File: src/rtl/uart_tx_arbiter_if.sv
// rtl/uart_tx_arbiter_if.sv - requester handshake and UART host write port bundle
interface uart_tx_arbiter_if #(
  parameter int NUM_REQ = 4
);
  logic [NUM_REQ-1:0]   req_valid;
  logic [8*NUM_REQ-1:0] req_data;
  logic [NUM_REQ-1:0]   req_last;
  logic [NUM_REQ-1:0]   req_ready;
  logic                 txrdy;
  logic                 uart_csn;
  logic                 uart_wen;
  logic [7:0]           uart_data;
  logic [1:0]           grant;
  logic                 locked;
  logic                 busy;

  modport slave (
    input  req_valid, req_data, req_last, txrdy,
    output req_ready, uart_csn, uart_wen, uart_data, grant, locked, busy
  );

  modport master (
    output req_valid, req_data, req_last, txrdy,
    input  req_ready, uart_csn, uart_wen, uart_data, grant, locked, busy
  );
endinterface

File: src/rtl/uart_tx_arbiter.sv
// rtl/uart_tx_arbiter.sv - round-robin arbiter sharing one UART transmitter
// Turns each accepted byte into a one-cycle CSN/WEN strobe and paces on TXRDY.
module uart_tx_arbiter #(
  parameter int NUM_REQ      = 4,
  parameter bit LOCK_EN      = 1'b1,
  parameter int LOCK_TIMEOUT = 0
) (
  input logic              clk,
  input logic              reset_n,
  uart_tx_arbiter_if.slave bus
);

  typedef enum logic [1:0] {S_IDLE, S_STROBE, S_SETTLE, S_WAIT} state_e;

  state_e      state_q, state_d;
  logic [1:0]  ptr_q, ptr_d;
  logic [1:0]  grant_q, grant_d;
  logic [1:0]  lock_idx_q, lock_idx_d;
  logic        locked_q, locked_d;
  logic        csn_q, csn_d;
  logic        wen_q, wen_d;
  logic        busy_q, busy_d;
  logic [7:0]  data_q, data_d;
  logic [15:0] tcnt_q, tcnt_d;

  logic               win_found;
  logic [1:0]         win_idx;
  logic [1:0]         cand;
  logic [7:0]         win_data;
  logic               win_last;
  logic [NUM_REQ-1:0] ready;
  logic               accept;

  // Descending scan so the last hit is the nearest requester after ptr.
  always_comb begin
    win_found = 1'b0;
    win_idx   = '0;
    cand      = '0;
    if (locked_q) begin
      win_found = bus.req_valid[lock_idx_q];
      win_idx   = lock_idx_q;
    end else begin
      for (int k = NUM_REQ; k >= 1; k--) begin
        cand = 2'((int'(ptr_q) + k) % NUM_REQ);
        if (bus.req_valid[cand]) begin
          win_found = 1'b1;
          win_idx   = cand;
        end
      end
    end
  end

  always_comb begin
    win_data = '0;
    win_last = 1'b0;
    for (int i = 0; i < NUM_REQ; i++) begin
      if (win_idx == 2'(i)) begin
        win_data = bus.req_data[i*8 +: 8];
        win_last = bus.req_last[i];
      end
    end
  end

  always_comb begin
    ready = '0;
    if (reset_n && state_q == S_IDLE && bus.txrdy && win_found) begin
      ready[win_idx] = 1'b1;
    end
  end

  assign accept = |(ready & bus.req_valid);

  always_comb begin
    state_d    = state_q;
    ptr_d      = ptr_q;
    grant_d    = grant_q;
    lock_idx_d = lock_idx_q;
    locked_d   = locked_q;
    data_d     = data_q;
    tcnt_d     = tcnt_q;
    csn_d      = 1'b1;
    wen_d      = 1'b1;

    case (state_q)
      S_IDLE: begin
        if (accept) begin
          state_d = S_STROBE;
          csn_d   = 1'b0;
          wen_d   = 1'b0;
          data_d  = win_data;
          ptr_d   = win_idx;
          grant_d = win_idx;
          tcnt_d  = '0;
          if (LOCK_EN) begin
            locked_d   = ~win_last;
            lock_idx_d = win_idx;
          end
        end
      end
      S_STROBE: state_d = S_SETTLE;
      // The core's TXRDY has not dropped yet here, so it is not looked at.
      S_SETTLE: state_d = S_WAIT;
      S_WAIT: begin
        if (bus.txrdy) begin
          state_d = S_IDLE;
        end
      end
      default: state_d = S_IDLE;
    endcase

    // A lock whose owner has gone quiet is released after LOCK_TIMEOUT usable slots.
    if (LOCK_TIMEOUT > 0 && locked_q && !accept) begin
      if (bus.req_valid[lock_idx_q]) begin
        tcnt_d = '0;
      end else if (state_q == S_IDLE && bus.txrdy) begin
        if (tcnt_q == 16'(LOCK_TIMEOUT - 1)) begin
          locked_d = 1'b0;
          tcnt_d   = '0;
        end else begin
          tcnt_d = tcnt_q + 16'd1;
        end
      end
    end

    busy_d = (state_d != S_IDLE);
  end

  always_ff @(posedge clk or negedge reset_n) begin
    if (!reset_n) begin
      state_q    <= S_IDLE;
      ptr_q      <= 2'(NUM_REQ - 1);
      grant_q    <= '0;
      lock_idx_q <= '0;
      locked_q   <= 1'b0;
      data_q     <= '0;
      tcnt_q     <= '0;
      csn_q      <= 1'b1;
      wen_q      <= 1'b1;
      busy_q     <= 1'b0;
    end else begin
      state_q    <= state_d;
      ptr_q      <= ptr_d;
      grant_q    <= grant_d;
      lock_idx_q <= lock_idx_d;
      locked_q   <= locked_d;
      data_q     <= data_d;
      tcnt_q     <= tcnt_d;
      csn_q      <= csn_d;
      wen_q      <= wen_d;
      busy_q     <= busy_d;
    end
  end

  assign bus.req_ready = ready;
  assign bus.uart_csn  = csn_q;
  assign bus.uart_wen  = wen_q;
  assign bus.uart_data = data_q;
  assign bus.grant     = grant_q;
  assign bus.locked    = locked_q;
  assign bus.busy      = busy_q;

endmodule

File: src/flat_wrapper.sv
// flat-port wrapper written by rule: the top's interface ports become plain ports
module uart_tx_arbiter_flat 
#(
  parameter int NUM_REQ      = 4,
  parameter bit LOCK_EN      = 1'b1,
  parameter int LOCK_TIMEOUT = 0
)
  (clk, reset_n, bus_req_valid, bus_req_data, bus_req_last, bus_txrdy, bus_req_ready, bus_uart_csn, bus_uart_wen, bus_uart_data, bus_grant, bus_locked, bus_busy);
  uart_tx_arbiter_if #(.NUM_REQ(NUM_REQ)) bus_i ();
  input logic clk;
  input logic reset_n;
  input wire logic [$bits(bus_i.req_valid)-1:0] bus_req_valid;
  input wire logic [$bits(bus_i.req_data)-1:0] bus_req_data;
  input wire logic [$bits(bus_i.req_last)-1:0] bus_req_last;
  input wire logic [$bits(bus_i.txrdy)-1:0] bus_txrdy;
  output wire logic [$bits(bus_i.req_ready)-1:0] bus_req_ready;
  output wire logic [$bits(bus_i.uart_csn)-1:0] bus_uart_csn;
  output wire logic [$bits(bus_i.uart_wen)-1:0] bus_uart_wen;
  output wire logic [$bits(bus_i.uart_data)-1:0] bus_uart_data;
  output wire logic [$bits(bus_i.grant)-1:0] bus_grant;
  output wire logic [$bits(bus_i.locked)-1:0] bus_locked;
  output wire logic [$bits(bus_i.busy)-1:0] bus_busy;
  assign bus_i.req_valid = bus_req_valid;
  assign bus_i.req_data = bus_req_data;
  assign bus_i.req_last = bus_req_last;
  assign bus_i.txrdy = bus_txrdy;
  assign bus_req_ready = bus_i.req_ready;
  assign bus_uart_csn = bus_i.uart_csn;
  assign bus_uart_wen = bus_i.uart_wen;
  assign bus_uart_data = bus_i.uart_data;
  assign bus_grant = bus_i.grant;
  assign bus_locked = bus_i.locked;
  assign bus_busy = bus_i.busy;
  uart_tx_arbiter #(.NUM_REQ(NUM_REQ), .LOCK_EN(LOCK_EN), .LOCK_TIMEOUT(LOCK_TIMEOUT)) u_core (.clk(clk), .reset_n(reset_n), .bus(bus_i));
endmodule
File: config.mk
export PLATFORM = sky130hd
export DESIGN_NAME = uart_tx_arbiter_flat
export DESIGN_NICKNAME = d
export VERILOG_FILES = /design/src/rtl/uart_tx_arbiter_if.sv /design/src/rtl/uart_tx_arbiter.sv /design/src/flat_wrapper.sv
export SDC_FILE = /design/constraint.sdc
export NUM_CORES = 1
export LEC_CHECK = 0
export ABC_CLOCK_PERIOD_IN_PS = 2900
export BUFFER_PORTS_ARGS = -buffer_cell sky130_fd_sc_hd__buf_2
export CAP_MARGIN = 40
export CORE_MARGIN = 10
export CORE_UTILIZATION = 27
export CTS_CLUSTER_DIAMETER = 150
export CTS_CLUSTER_SIZE = 30
export DETAILED_ROUTE_END_ITERATION = 7
export HOLD_SLACK_MARGIN = 0.03
export SLEW_MARGIN = 20
export SYNTH_ARGS = -nofsm -noshare
export SYNTH_HDL_FRONTEND = slang
export SYNTH_SLANG_ARGS = --single-unit
File: constraint.sdc
create_clock -name clk -period 2.9 [get_ports clk]
set_clock_uncertainty 0.2 [all_clocks]
set_input_delay 0.725 -clock clk [delete_from_list [all_inputs] [get_ports clk]]
set_output_delay 0.725 -clock clk [all_outputs]
set_load 0.005 [all_outputs]
* After elaboration in Yosys (flattened, before gate mapping)
Index checks and enable logic that the tools add are counted.
** Storage, ports and cells
- Logic and storage cells :: 71
- Input port bits :: 43
- Bits in registers :: 17
- Output and inout port bits :: 18
** Operators by class
- Magnitude comparators :: 7
- Multiplexer cells :: 36
- $add $sub $neg :: 4
- Bitwise operators :: 2
- Eq/ne operators :: 6
- Reduce and logical (&&, ||, !) cells :: 9
** Operators by type and width (count)
- $mux 8 :: 4
- $lt 2x3->1 const B :: 6
- $mux 1 :: 17
- $mux 2 :: 7
- $bmux 1 s2 :: 5
- $eq 2x2->1 const B :: 4
- $pmux 2 s4 :: 1
- $add 2x1->2 const B :: 2
- $add 2x2->2 const B :: 2
- $and 4x4->4 :: 1
- $eq 2x1->1 const B :: 2
- $logic_and 1x1->1 :: 4
- $logic_not 2->1 :: 2
- $mux 4 :: 1
- $reduce_or 4->1 :: 1
- $demux 1 s2 :: 1
- $ge 2x1->1 const B :: 1
- $reduce_and 2->1 :: 1
- $reduce_bool 2->1 :: 1
- $not 1->1 :: 1

* Logic depth before layout (Yosys ltp)
- Depth after elaboration :: 18
- Mapped depth :: 8

* Worst setup path after synthesis
OpenSTA, ideal clock, no wires.
- Path type :: input to output
- From :: input bus_req_valid[2]
- To :: output bus_req_ready[1]
- Stages :: 6
- Buffers on the path :: 1
- Arrival time :: 1.835 ns
- Setup slack :: 0.140 ns
- Path through :: nor2b_1 nor3b_1 o21ai_0 a22oi_2 clkbuf_1 and3_1
** On the way
- Word-level cells in the longest chain between the ends :: 12
- Elaborated cells on any way between the ends :: 27
** Ends and longest elaborated chain
- start, declared :: line flat_wrapper.sv:12 : input wire logic [$bits(bus_i.req_valid)-1:0] bus_req_valid;
- $bmux 1 s2 :: line uart_tx_arbiter.sv:45 : if (bus.req_valid[cand]) begin
- $mux 1 (implied by the code) :: line uart_tx_arbiter.sv:45
- $mux 2 (4 in a row) :: line uart_tx_arbiter.sv:45
- $mux 2 :: line uart_tx_arbiter.sv:39 : if (locked_q) begin
- $lt 2x3->1 (implied by the code) or $ge 2x1->1 (tied branches) :: line uart_tx_arbiter.sv:67 : ready[win_idx] = 1'b1;
- $logic_and 1x1->1 (implied by the code) :: line uart_tx_arbiter.sv:67
- $mux 1 (implied by the code) :: line uart_tx_arbiter.sv:67
- $demux 1 s2
- $mux 4 (*) :: line uart_tx_arbiter.sv:66 : if (reset_n && state_q == S_IDLE && bus.txrdy && win_found) begin
- end, declared :: line flat_wrapper.sv:16 : output wire logic [$bits(bus_i.req_ready)-1:0] bus_req_ready;
Mark *: on every way between the ends. The rest lies on a longest branch, timed or not. The select of a mux whose other input is x is not followed.

* Worst setup path after layout
- From :: input bus_req_valid[3]
- To :: output bus_req_ready[1]
The elaborated chain is that of the path after synthesis.

==> summary.txt <==
Post-Syn Instances: 136
Routed Antenna Nets: 0
Routed WL: 3.73 mm
Max-slew headroom: 77.8%
Nets@finish: 254
Post-Syn Nets: 179
Average size of a mapped cell: 8.56 um^2
CTS Buf Count: 3
Max Clk Rate: 350 MHz
Peak supply drop: 0.000399 V
Setup TNS: 0 ns
Layout area overhead: 47.7%
Gpl congestion: 0.777
First-pass GRT wire length: 6.15 mm
Drt pass-1 iters: 4
Max Cap Violations: 0
Final hold vios: 0
Worst Setup SP: bus_req_valid[3]
CP max FO: 6
Total gr overflow: 0
Total power draw: 1.56 mW
Setup CP Type: in -> out
Mean routed wirelength per cell: 14.4 um
Via/cell ratio: 4.78
Slowest cell on the critical path: mux4_2
Power Density: 905 nW/um^2
Sequential Area: 429 um^2
Diodes inserted: 0
Die Wd: 85.7 um
Worst Max-Slew Pin Slew: 0.333 ns
CTS tree: built
Post-synth EDFFs: 0
Hold Buf Count CTS: 0
Vias in the first global route: 1254
Status: completed
Multi-input gate area: 679 um^2
Netlist cell types: 38
Crit start category: primary input
FILL cells: 435
Worst min-delay path category: in -> async
Final hold slack: 0.230 ns
Gr usage total: 9.94%
Detailed placer's ending HPWL: 2.95 mm
Worst path required time: 1.98 ns
Skew-Pair Late Insertion Delay: 0.25 ns
Final period util: 98.6%
CP most frequent cell: buf_6
Synthesis Warnings: 0
Ys flop type: dfrtp_1
Reg2Reg Setup Slack: 0.48 ns
Static Leak: 0.840 nW
Min Tclk post-route: 2.86 ns
Synth async-reset ratio: 100%
CP arrival: 1.93 ns
DIE HEIGHT: 85.7 um
Routed vias: 1242
Cells along the critical path: buf_4, mux4_2, nor2_4, a311oi_4, buf_6, and3_4, buf_6
CTS root buf: clkbuf_8
Worst Reg-to-Reg Cells: 8
I/O pin cnt: 61
Reg2reg end: u_core.bus.uart_data[7]
H-tree depth: 1
Core Region: 4090 um^2
Seq cells post-synth: 17
DRC: 0
Initial antenna violation count: 0
Clk sink count: 17
Largest net degree at the start of global routing: 18
Count of final setup violators: 0
Port Buffer Count: 60
DR iter-0 viols: 37
Row count: 23
FF-to-FF Start: u_core.ptr_q[1]
Die area: 7340 um^2
CP endpoint kind: output pin
Slew Limit Fails: 0
Worst Setup EP: bus_req_ready[1]
Syn Std Cell Area: 1160 um^2
Clock Tree Buf Depth: 2
Clock slew at reported path FFs: 0.07 ns
CP max stage delay: 0.49 ns
Seq/Total Area, Yosys: 36.9%
Starting Density: 28.5%
Share of cells above drive strength 1: 47.6%
==> layer usage <==
layer / vias to the layer above / global-route usage, % / wire length [um]
met4: 0 / 1.35 / 14
li1: 632 / - / -
met1: 567 / 12.2 / 1680
met2: 41 / 15.8 / 1670
met5: - / 0 / 0
met3: 2 / 4.64 / 370
==> cell type report <==
cell class | count | area share (%)
well taps | 50 | 3.64
clock inverters | 1 | 0.291
clock buffers | 3 | 2.40
flip-flops and latches | 17 | 25.0
inverters | 7 | 1.67
multi-input cells | 103 | 39.5
repair buffers | 79 | 27.5
==> repair_timing <==
action,CTS,global route
buffers inserted,4,1
endpoints found under the setup margin,3,4
pin swaps,2,6
resized for setup,4,14
==> report_power, final <==
group          total [mW]  switching (mW)  internal (mW)
combinational       0.922           0.481          0.440
sequential          0.457          0.0929          0.364
clock               0.178          0.0823         0.0953
==> layout by cell type, fill, tap and decap left out, types with 2 or more instances in the layout <==
master,netlist,layout
mux2i_1,4,4
nor2_2,1,2
buf_2,4,54
dfstp_2,3,3
and3_4,0,2
nor2_1,7,5
o221a_1,7,7
a21oi_1,4,4
nand2_1,44,44
nand4_1,7,7
o21ai_1,5,6
inv_1,5,5
nand2b_1,2,2
dfrtp_1,14,14
buf_6,2,4
clkbuf_8,0,3
buf_4,2,21
==> through the flow <==
stage	area [um^2]	util (%)	cells	setup WS, ns
after floorplan	1160	-	136	0.140
after detailed placement	1570	38.4	251	-0.0773
after CTS	1660	40.7	259	0.00440
after global routing	1720	42.1	260	-0.00315
after global placement	1570	38.4	251	-0.0451
final	1720	42.1	260	0.0405
==> registers in the layout, indices dropped and copies added (netlist names) <==
register	flops
u_core.ptr_q	2
u_core.bus.grant	2
u_core.bus.uart_data	8
u_core.state_q	2
u_core.bus.busy	1
u_core.bus.uart_csn	1
u_core.bus.locked	1
==> worst max-delay path, delay by kind of cell <==
family                 cells  cell delay (ns)
AO/OA/AOI/OAI              1             0.05
buffers and inverters      3             0.39
multiplexers               1             0.49
AND/OR/NAND/NOR            2             0.28
==> how the worst min path moves through the flow <==
stage	from	endpoint	depth (start not counted)
final	reset_n	u_core.bus.busy	2
after floorplan	reset_n	u_core.bus.busy	0
after global routing	reset_n	u_core.state_q[1]	2
after detailed placement	u_core.ptr_q[0]	u_core.ptr_q[0]	2
after global placement	u_core.state_q[1]	u_core.state_q[0]	2
after CTS	reset_n	u_core.bus.busy	2
==> cells by family (layout without fill, tap and decap cells) <==
logic type      after synthesis  in the layout  synth area share (%)
flops                        17             17                  36.9
mux                           5              5                  5.38
simple gates                 69             69                  26.7
buf+inv                      16             90                  7.53
compound gates               29             29                  23.5
==> cells in the mapped netlist, types with 2 or more instances <==
cell | n | area, um^2
nand2_1 | 44 | 165
dfrtp_1 | 14 | 350
nand4_1 | 7 | 43.8
nor2_1 | 7 | 26.3
o221a_1 | 7 | 78.8
inv_1 | 5 | 18.8
o21ai_1 | 5 | 25.0
a21oi_1 | 4 | 20.0
buf_2 | 4 | 20.0
mux2i_1 | 4 | 40.0
and3_1 | 3 | 18.8
dfstp_2 | 3 | 78.8
buf_4 | 2 | 15.0
buf_6 | 2 | 22.5
nand2b_1 | 2 | 12.5
(Power assumes the default switching activity.)
